## config.mk

```make
export PLATFORM = sky130hd
export DESIGN_NAME = fetch_sequencer
export DESIGN_NICKNAME = d
export VERILOG_FILES = /design/src/rtl/fetch_pkg.sv /design/src/rtl/sat_counter.sv /design/src/rtl/fetch_sequencer.sv
export SDC_FILE = /design/constraint.sdc
export NUM_CORES = 1
export LEC_CHECK = 0
export CAP_MARGIN = 20
export CORE_MARGIN = 5
export CORE_UTILIZATION = 40
export DETAILED_ROUTE_END_ITERATION = 8
export PLACE_DENSITY = 0.88
export RECOVER_POWER = 100
export SYNTH_ARGS = -nofsm -noshare
export SYNTH_HDL_FRONTEND = slang
export SYNTH_SLANG_ARGS = --single-unit
export TNS_END_PERCENT = 5
```

## constraint.sdc

```tcl
create_clock -name clk -period 3.4 [get_ports clk]
set_input_delay 0.68 -clock clk [delete_from_list [all_inputs] [get_ports clk]]
set_output_delay 0.68 -clock clk [all_outputs]
set_load 0.005 [all_outputs]
```

## src/rtl/fetch_pkg.sv

```systemverilog
// Shared definitions for the instruction-fetch sequencer.
//   fetch_state_e  : sequencer FSM states
//   NOP_INSTR      : addi x0,x0,0, loaded into IF/ID on flush/bubble
//   ADDR_WIDTH_DEF : default PC / instruction width
package fetch_pkg;
  localparam int          ADDR_WIDTH_DEF = 32;
  localparam logic [31:0] NOP_INSTR      = 32'h00000013;

  typedef enum logic [2:0] {
    S_IDLE,
    S_ISSUE,
    S_WAIT,
    S_HOLD,
    S_DRAIN
  } fetch_state_e;
endpackage

```

## src/rtl/sat_counter.sv

```systemverilog
// Saturating up-counter with synchronous clear.
//   clk   : clock
//   clr_i : synchronous clear (wins over enable)
//   en_i  : count enable
//   cnt_o : current count, sticks at all-ones
module sat_counter #(
  parameter int WIDTH = 16
) (
  input  logic             clk,
  input  logic             clr_i,
  input  logic             en_i,
  output logic [WIDTH-1:0] cnt_o
);
  logic [WIDTH-1:0] cnt_q, cnt_d;

  always_comb begin
    cnt_d = cnt_q;
    if (en_i && (cnt_q != '1)) cnt_d = cnt_q + WIDTH'(1);
  end

  always_ff @(posedge clk) begin
    if (clr_i) cnt_q <= '0;
    else       cnt_q <= cnt_d;
  end

  assign cnt_o = cnt_q;
endmodule

```

## src/rtl/fetch_sequencer.sv

```systemverilog
// Instruction-fetch sequencer: issues one request at a time to instruction
// memory, steers the response into IF/ID, buffers it across load-use stalls
// and discards responses made stale by an Execute redirect.
//   clk, rst                  : clock, synchronous active-high reset
//   PCSrc_E, Stall_D          : redirect / load-use stall
//   PC_F                      : current PC
//   imem_req_*                : request channel (addr = PC_F)
//   imem_rvalid, imem_rdata   : response channel
//   Ins_F                     : instruction offered to IF/ID
//   PC_Write, IF_ID_Write     : register enables
//   Flush_D                   : load NOP into IF/ID
//   Bubble_cnt                : saturating count of bubble cycles
module fetch_sequencer
  import fetch_pkg::*;
#(
  parameter int ADDR_WIDTH = ADDR_WIDTH_DEF,
  parameter int CNT_WIDTH  = 16
) (
  input  logic                  clk,
  input  logic                  rst,
  input  logic                  PCSrc_E,
  input  logic                  Stall_D,
  input  logic [ADDR_WIDTH-1:0] PC_F,
  output logic                  imem_req_valid,
  output logic [ADDR_WIDTH-1:0] imem_req_addr,
  input  logic                  imem_req_ready,
  input  logic                  imem_rvalid,
  input  logic [ADDR_WIDTH-1:0] imem_rdata,
  output logic [ADDR_WIDTH-1:0] Ins_F,
  output logic                  PC_Write,
  output logic                  IF_ID_Write,
  output logic                  Flush_D,
  output logic [CNT_WIDTH-1:0]  Bubble_cnt
);
  fetch_state_e          state_q, state_d;
  logic [ADDR_WIDTH-1:0] hold_q, hold_d;
  logic                  bubble;

  // PC_F is held by the PC register until PC_Write, so the address is
  // stable for as long as a request waits for ready.
  assign imem_req_addr = PC_F;

  always_ff @(posedge clk) begin
    if (rst) begin
      state_q <= S_IDLE;
      hold_q  <= '0;
    end else begin
      state_q <= state_d;
      hold_q  <= hold_d;
    end
  end

  always_comb begin
    state_d = state_q;
    hold_d  = hold_q;
    case (state_q)
      S_IDLE:  state_d = S_ISSUE;
      S_ISSUE: if (!PCSrc_E && imem_req_ready) state_d = S_WAIT;
      S_WAIT: begin
        // Without rvalid the request is still in flight: wait it out in DRAIN.
        if (PCSrc_E) state_d = imem_rvalid ? S_ISSUE : S_DRAIN;
        else if (imem_rvalid) begin
          if (Stall_D) begin
            state_d = S_HOLD;
            hold_d  = imem_rdata;
          end else begin
            state_d = S_ISSUE;
          end
        end
      end
      S_HOLD:  if (PCSrc_E || !Stall_D) state_d = S_ISSUE;
      // A redirect here keeps us draining; the stale response is still owed.
      S_DRAIN: if (!PCSrc_E && imem_rvalid) state_d = S_ISSUE;
      default: state_d = S_IDLE;
    endcase
  end

  always_comb begin
    imem_req_valid = 1'b0;
    PC_Write       = 1'b0;
    IF_ID_Write    = 1'b0;
    Flush_D        = 1'b0;
    bubble         = 1'b0;
    Ins_F          = ADDR_WIDTH'(NOP_INSTR);
    case (state_q)
      S_ISSUE: imem_req_valid = !PCSrc_E;
      S_WAIT: if (imem_rvalid) begin
        Ins_F = imem_rdata;
        if (!PCSrc_E && !Stall_D) begin
          IF_ID_Write = 1'b1;
          PC_Write    = 1'b1;
        end
      end
      S_HOLD: begin
        Ins_F = hold_q;
        if (!PCSrc_E && !Stall_D) begin
          IF_ID_Write = 1'b1;
          PC_Write    = 1'b1;
        end
      end
      default: ;
    endcase
    // IDLE is the post-reset settle cycle: no flush, no bubble accounting.
    if (state_q != S_IDLE) begin
      if (PCSrc_E) begin
        PC_Write = 1'b1;
        Flush_D  = 1'b1;
      end else if (!Stall_D && !IF_ID_Write) begin
        Flush_D = 1'b1;
        bubble  = 1'b1;
      end
    end
  end

  sat_counter #(.WIDTH(CNT_WIDTH)) u_bubble_cnt (
    .clk   (clk),
    .clr_i (rst),
    .en_i  (bubble),
    .cnt_o (Bubble_cnt)
  );
endmodule

```

---- Word-level counts from Yosys, hierarchy flattened ----
Cells that the tools add are included.
Widths: inputs -> output; s select.
word-level totals
  input bits .............................. 70
  flip-flop bits (word level) ............. 51
  output and inout bits ................... 84
  logic and storage cells ................. 48
cells by class
  bitwise operators ....................... 1
  eq/ne operators ......................... 9
  $add $sub $neg .......................... 1
  multiplexer cells ....................... 21
  reduce and logical (&&, ||, !) cells .... 13
operators with widths
  cell                   number
  $pmux 32 s2            1
  $mux 32                1
  $mux 3                 6
  $add 16x1->16 const B  1
  $ne 16x16->1 const B   1
  $pmux 3 s5             1
  $mux 1                 10
  $reduce_and 4->1       2
  $eq 3x2->1 const B     2
  $ne 2x2->1 const B     3
  $logic_and 1x1->1      5
  $eq 3x1->1 const B     1
  $eq 3x3->1 const B     1
  $logic_not 1->1        3
  $logic_not 3->1        1
  $ne 3x3->1 const B     1
  $reduce_bool 3->1      1
  $mux 2                 1
  $pmux 1 s2             1
  $logic_or 1x1->1       1
  $not 1->1              1

---- Logic depth before layout (Yosys ltp) ----
Gate-level depths: netlist of run 1.
  word-level depth ........................ 11
  gate-level depth with buffers ........... 7
  depth with buffers taken out ............ 6

---- By module ----
A second synthesis of run 1 with hierarchy kept.
unflattened totals
  cell total of the unflattened synthesis .. 352
  area total of the unflattened synthesis .. 3174.3 um^2
modules (own cells, without submodules)
  module           seq. area each (um^2)  cells an instance  area an instance (um^2)  times used
  fetch_sequencer  700.7                  253                2326.0                   1
  sat_counter      320.3                  99                 848.3                    1

---- Least setup slack after synthesis of run 1 ----
Ideal clock, no wire load.
  path kind ............................... input -> output
  from .................................... input imem_rvalid
  to ...................................... output Ins_F[10]
  buffers on the path ..................... 3
  path slack .............................. 1.086 ns
  stages on the path ...................... 5
  data arrival time ....................... 1.634 ns
  cell sequence ........................... buf_6 > nor3b_1 > buf_2 > buf_2 > a22o_1
on the way
  word-level cells in the longest chain between the ends .. 2
ends and longest elaborated chain
  what         line                   RTL
  from (decl)  fetch_sequencer.sv:27  input logic imem_rvalid,
  $mux 32      fetch_sequencer.sv:87  S_WAIT: if (imem_rvalid) begin
  $pmux 32 s2  fetch_sequencer.sv:85  case (state_q)
  to (decl)    fetch_sequencer.sv:29  output logic [ADDR_WIDTH-1:0] Ins_F,
No other way between the ends.

---- Worst setup path in the final report of run 1 ----
  from .................................... input imem_rvalid
  to ...................................... output Ins_F[19]
Same word-level chain as after synthesis.

==> impl_metrics.env, run 1 <==
export IMPL_insertedDiodeCount=0
export IMPL_grt_antenna_before_repair=0
export IMPL_total_leakage_power_nw=1.202
export IMPL_distinct_cell_type_count_of_the_synthesized_netlist=39
export IMPL_power_switching_share_pct=21.44
export IMPL_min_period_over_period_pct=93.75
export IMPL_antenna_left=0
export IMPL_synth_top_area_share_pct=36.40
export IMPL_final_setup_tns_ns=0
export IMPL_end_kind="output port"
export IMPL_clkPwrFrac_pct=35.4
export IMPL_design_core_area_sq_mm=0.006794
export IMPL_fin_nets=469
export IMPL_setup_viol=0
export IMPL_dominantRegCellSynth="sky130_fd_sc_hd__dfxtp_1"
export IMPL_outcome="finished clean"
export IMPL_reg2reg_from="state_q[1]"
export IMPL_timing_hold_violations_final=0
export IMPL_rsz0062_at_grt="no"
export IMPL_yosys_area_top_type="sky130_fd_sc_hd__dfxtp_1"
export IMPL_fp_dieW_um=93.75
export IMPL_share_comb_of_total_power_pct=10.9
export IMPL_synth_top_cells_by_count="sky130_fd_sc_hd__nand2_1 (76), sky130_fd_sc_hd__dfxtp_1 (51), sky130_fd_sc_hd__a21oi_1 (38)"
export IMPL_startpoint_class="primary input"
export IMPL_p_int_mw=0.8859
export IMPL_clk_pin_slew_worst_paths_ns=0.08
export IMPL_setup_worst_path_class="primary input to output port"
export IMPL_p_switching_mw=0.2418
export IMPL_synth_area_per_cell_sq_um=7.947
export IMPL_placementRows=30
export IMPL_cts_buffer_depth=2
export IMPL_power_ir_vdd_worst_v=0.0002067
export IMPL_synthArstFlopShare_pct=0
export IMPL_worst_path_max_fanout=30
export IMPL_clock_sink_count=51
export IMPL_worstRegToRegCells=6
export IMPL_mappedNetlistNets=424
export IMPL_place_port_buffers=89
export IMPL_drt_first_iter_violations=59
export IMPL_class_of_the_tightest_hold_or_removal_check="flip-flop to flip-flop"
export IMPL_seqPwrFrac_pct=53.7
export IMPL_synthMostInstantiatedCell="sky130_fd_sc_hd__nand2_1"
export IMPL_min_period_ns=3.188
export IMPL_max_slew_worst_pin_slew_ns=1.000
export IMPL_first_global_vias=2438
export IMPL_tritoncts_num_buffers=5
export IMPL_synth_area_top_cells="sky130_fd_sc_hd__dfxtp_1 (36%), sky130_fd_sc_hd__nand2_1 (10%), sky130_fd_sc_hd__a22o_1 (9.1%)"
export IMPL_final_max_slew_viol_count=0
export IMPL_synth_yosys_seq_area_share_pct=36.40
export IMPL_tritoncts="built"
export IMPL_crit_arrival_ns=2.51
export IMPL_area_delta_synth_final_pct=27.12
export IMPL_cts_max_level=2
export IMPL_fin_worst_hold_slack_ns=0.4579
export IMPL_ctsRootBufferMaster="sky130_fd_sc_hd__clkbuf_8"
export IMPL_post_route_drc_count=0
export IMPL_hp_start="hold_q[9]"
export IMPL_wl_per_cell_um=14.12
export IMPL_io_pin_count=154
export IMPL_gp_congestion=0.8614
export IMPL_whs_endpoint="hold_q[9]"
export IMPL_die_h_um=93.75
export IMPL_layout_cells_sized_above_1_pct=4.020
export IMPL_initial_utilization_pct=41.29
export IMPL_post_cts_setup_buffer_count=0
export IMPL_grt_use_total_pct=15.86
export IMPL_dp_hpwl_mm=5.109
export IMPL_edff_count_synth=0
export IMPL_dr_pass1_iters=4
export IMPL_routed_wirelength_mm=6.974
export IMPL_max_slew_margin_pct=33.16
export IMPL_die_area_sq_mm=0.008788
export IMPL_utilization_pct=52.49
export IMPL_gr_total_overflow=0
export IMPL_data_required_time_of_the_critical_path_ns=2.72
export IMPL_netlist_instances=353
export IMPL_clkLatencyLatePin_ns=0.29
export IMPL_synth_ff_latch_count=51
export IMPL_timing_max_cap_violations=0
export IMPL_num_vias=2554
export IMPL_post_synth_instance_area_sq_mm=0.002805
export IMPL_whs_path_depth=2
export IMPL_grt_start_max_net_pins=52
export IMPL_max_freq_mhz=313.7
export IMPL_ys_warnings_count=0
export IMPL_clock_skew_ns=0.005411
export IMPL_power_per_cell_area_mw_per_mm2=316.2
export IMPL_grt_pass1_wl_mm=11.61
export IMPL_post_drt_via_cell_ratio=5.170
export IMPL_crit_reg2reg_capture="hold_q[19]"
export IMPL_setup_reg_to_reg_worst_slack_ns=0.93
## logic make-up (layout without fill, tap and decap cells)
group                    after synthesis  in the layout  share of synthesized area (%)
XOR/XNOR                              13             13                          4.059
adder cells (fa/ha/maj)                1              1                         0.4460
buffers and inverters                 56            101                          12.49
AO/OA/AOI/OAI                         84             84                          21.10
multiplexers                           1              1                         0.3568
flip-flops                            51             51                          36.40
AND/OR/NAND/NOR                      147            147                          25.16
## routing by layer
| metal | global-route usage, % | part of all wire [%] |
|---|---|---|
| met4 | 5.776 | 1.2 |
| met5 | 0 | 0 |
| met3 | 3.125 | 6.5 |
| met1 | 19.24 | 43 |
| met2 | 27.62 | 49 |
## sequential cells by signal, indices dropped and copies added, names as in the netlist
register	cells
state_q	3
u_bubble_cnt.cnt_o	16
hold_q	32
## per-stage QoR
step	instances	area [sq um]	setup slack, ns	total power [mW]
after floorplan	353	2805	1.086	0.7014
after global placement	487	3500	0.3978	0.7454
after detailed placement	487	3500	0.3583	0.7480
after CTS	494	3602	0.04740	1.154
after global routing	494	3566	0.1159	1.181
final	494	3566	0.2124	1.128
## placed cells by master, fill, tap and decap left out, types with 6 or more instances in the layout
cell type	Yosys	routed
sky130_fd_sc_hd__nand2_1	76	76
sky130_fd_sc_hd__clkdlybuf4s50_1	0	64
sky130_fd_sc_hd__dfxtp_1	51	51
sky130_fd_sc_hd__a21oi_1	38	38
sky130_fd_sc_hd__a22o_1	29	29
sky130_fd_sc_hd__dlygate4sd3_1	0	24
sky130_fd_sc_hd__nor2_1	20	20
sky130_fd_sc_hd__xnor2_1	13	13
sky130_fd_sc_hd__nor3_1	10	10
sky130_fd_sc_hd__nand2b_1	8	8
sky130_fd_sc_hd__nand3_1	6	6
sky130_fd_sc_hd__nor4_1	4	6
## power by group through the flow
stage               Combinational, mW  Sequential [mW]  Clock (mW)
floorplan                      0.0827            0.619           0
CTS                             0.129            0.605       0.419
finish                          0.123            0.605       0.399
detailed placement              0.129            0.619           0
global placement                0.126            0.619           0
global route                    0.134            0.606       0.440
## worst max path at each step
stage	startpoint	end	slack, ns	cells after the start
after CTS	state_q[1]	Ins_F[30]	0.05	4
after global routing	imem_rvalid	Ins_F[3]	0.12	5
final	imem_rvalid	Ins_F[19]	0.21	5
after floorplan	imem_rvalid	Ins_F[10]	1.09	5
after detailed placement	PCSrc_E	IF_ID_Write	0.36	4
after global placement	imem_rvalid	Ins_F[20]	0.40	5
## critical path, stage by stage
cell,delay (ns)
sky130_fd_sc_hd__dlygate4sd3_1,0.54
sky130_fd_sc_hd__nor3b_1,0.19
sky130_fd_sc_hd__buf_4,0.34
sky130_fd_sc_hd__a22o_1,0.19
sky130_fd_sc_hd__dlygate4sd3_1,0.56
## layout make-up
cell class                      instances  area (sq um)
Clock buffer                            6         72.57
Clock inverter                          1         30.03
Fill cell                             645          3228
Inverter                                1         3.754
Multi-Input combinational cell        246          1406
Sequential cell                        51          1021
Tap cell                               96         120.1
Timing Repair Buffer                   93         912.1
## repair_timing
| item | in CTS | in global routing |
|---|---|---|
| hold buffers | 0 | 0 |
| setup endpoints to repair | 0 | 29 |
| gates resized for setup | 0 | 1 |
(Power assumes the default switching activity.)
==> inputs of run 2 (changes only) <==
--- a/config.mk
+++ b/config.mk
@@ -6,6 +6,7 @@
 export NUM_CORES = 1
 export LEC_CHECK = 0
 export CAP_MARGIN = 20
+export CORE_ASPECT_RATIO = 1.75
 export CORE_MARGIN = 5
 export CORE_UTILIZATION = 40
 export DETAILED_ROUTE_END_ITERATION = 8
==> run 2 against run 1 <==
Compared with the run above:
- clock power increased by 44%
- via count increased by 2.6%
- clock skew increased by 0.0023 ns
- hold slack got worse by 0.0057 ns
- largest cell class unchanged
- combinational power decreased by 7%
- non-clock buffer count unchanged
- largest power group unchanged
==> impl_metrics.env, run 2 (synthesized netlist as in run 1, its figures left out) <==
export IMPL_routed_wirelength_mm=7.532
export IMPL_pre_cts_slack_ns=0.2998
export IMPL_reg2reg_from="state_q[1]"
export IMPL_num_vias=2620
export IMPL_die_area_sq_mm=0.008854
export IMPL_grt_pass1_wl_mm=11.95
export IMPL_grt_antenna_before_repair=0
export IMPL_max_slew_margin_pct=13.49
export IMPL_layout_common_cells="sky130_fd_sc_hd__nand2_1 (76), sky130_fd_sc_hd__dfxtp_1 (51), sky130_fd_sc_hd__clkdlybuf4s50_1 (46), sky130_fd_sc_hd__dlygate4sd3_1 (42), sky130_fd_sc_hd__a21oi_1 (38)"
export IMPL_rsz0062_at_grt="no"
export IMPL_cts_buffer_depth=2
export IMPL_final_setup_tns_ns=0
export IMPL_timing_critical_path_from="imem_rvalid"
export IMPL_min_period_over_period_pct=94.86
export IMPL_outcome="finished clean"
export IMPL_hp_start="hold_q[26]"
export IMPL_post_drt_via_cell_ratio=5.424
export IMPL_setup_worst_path_class="primary input to output port"
export IMPL_fin_nets=469
export IMPL_clock_sink_count=51
export IMPL_gp_congestion=0.8449
export IMPL_power_per_cell_area_mw_per_mm2=360.0
export IMPL_layout_commonest_cell="sky130_fd_sc_hd__nand2_1"
export IMPL_place_area_sq_mm=0.003497
export IMPL_largest_register_ff_count=32
export IMPL_max_freq_mhz=310.0
export IMPL_first_global_vias=2576
export IMPL_setup_viol=0
export IMPL_power_ir_vdd_worst_v=0.0002374
export IMPL_worst_path_max_fanout=30
export IMPL_design_core_area_sq_mm=0.006857
export IMPL_dr_pass1_iters=4
export IMPL_end_kind="output port"
export IMPL_post_route_drc_count=0
export IMPL_tritoncts="built"
export IMPL_timing_max_cap_violations=0
export IMPL_insertedDiodeCount=0
export IMPL_place_port_buffers=89
export IMPL_worst_setup_margin_ns=0.1747
export IMPL_dp_hpwl_mm=5.472
export IMPL_startpoint_class="primary input"
export IMPL_grt_use_total_pct=16.89
export IMPL_wl_per_cell_um=15.59
export IMPL_ctsRootBufferMaster="sky130_fd_sc_hd__clkbuf_16"
export IMPL_min_period_ns=3.225
export IMPL_io_pin_count=154
export IMPL_timing_hold_violations_final=0
export IMPL_clkLatencyLatePin_ns=0.29
export IMPL_fp_dieW_um=73.31
export IMPL_placementRows=40
export IMPL_grt_start_max_net_pins=52
export IMPL_final_max_slew_viol_count=0
export IMPL_die_h_um=120.8
export IMPL_clock_skew_ns=0.007724
export IMPL_layout_cells_sized_above_1_pct=3.509
export IMPL_cts_max_level=2
export IMPL_largest_register="hold_q"
export IMPL_clk_pin_slew_worst_paths_ns=0.06
export IMPL_class_of_the_tightest_hold_or_removal_check="flip-flop to flip-flop"
export IMPL_total_leakage_power_nw=1.285
export IMPL_stdcell_area_sq_mm=0.003611
export IMPL_tritoncts_num_buffers=5
export IMPL_drt_first_iter_violations=84
export IMPL_final_fill_count=656
export IMPL_fin_worst_hold_slack_ns=0.4522
export IMPL_utilization_pct=52.66
export IMPL_area_delta_synth_final_pct=28.72
export IMPL_crit_arrival_ns=2.55
export IMPL_data_required_time_of_the_critical_path_ns=2.72
export IMPL_max_slew_worst_pin_slew_ns=1.298
export IMPL_gr_total_overflow=0
export IMPL_initial_utilization_pct=40.91
export IMPL_antenna_left=0
export IMPL_hold_buffers=0
-- run 2: cell types whose count changed in the layout (fill, tap and decap cells not counted), moves of 2 or more --
cell                              delta
sky130_fd_sc_hd__dlygate4sd3_1      +18
sky130_fd_sc_hd__buf_4               -2
sky130_fd_sc_hd__clkbuf_8            -4
sky130_fd_sc_hd__nor2_1              +2
sky130_fd_sc_hd__clkdlybuf4s50_1    -18
sky130_fd_sc_hd__nor2_2              -2
sky130_fd_sc_hd__clkbuf_16           +5
-- run 2: routing by layer --
metal / share of wire, % / global-route usage, % / vias up
met5: 0 / 0 / -
met1: 35 / 16.80 / 1207
li1: - / - / 1278
met2: 52 / 29.76 / 97
met3: 7.5 / 3.993 / 38
met4: 5.2 / 11.56 / 0
-- run 2: what timing repair did --
action,CTS,global route
endpoints found under the setup margin,23,0
resized for setup,1,0
buffers inserted,0,0
-- run 2: power by group --
group          internal (mW)  switching [mW]
clock                  0.366           0.209
sequential             0.601         0.00832
combinational         0.0669          0.0484
-- run 2: path summary, 6_finish.rpt --
path / cells after the start / slack (ns) / end
min: 2 / 0.45 / hold_q[26]
max: 5 / 0.17 / Ins_F[9]
min reg2reg: 2 / 0.45 / hold_q[26]
max reg2reg: 6 / 0.85 / hold_q[25]
-- run 2: cell type report --
class	count	area (sq um)	area share, %
Clock inverter	2	35.03	0.9702
Timing Repair Buffer	93	920.9	25.50
Clock buffer	6	138.9	3.846
Multi-Input combinational cell	246	1386	38.39
Tap cell	84	105.1	2.911
Sequential cell	51	1021	28.27
Inverter	1	3.754	0.1040
-- run 2: stage by stage --
stage,power [mW],std cells
floorplan,0.7014,353
global placement,0.7440,475
detailed placement,0.7462,475
CTS,1.331,483
global route,1.350,483
finish,1.300,483
-- run 2: critical path, stage by stage --
cell,delay (ns)
sky130_fd_sc_hd__dlygate4sd3_1,0.54
sky130_fd_sc_hd__nor3b_1,0.35
sky130_fd_sc_hd__buf_12,0.23
sky130_fd_sc_hd__a22o_1,0.17
sky130_fd_sc_hd__dlygate4sd3_1,0.57
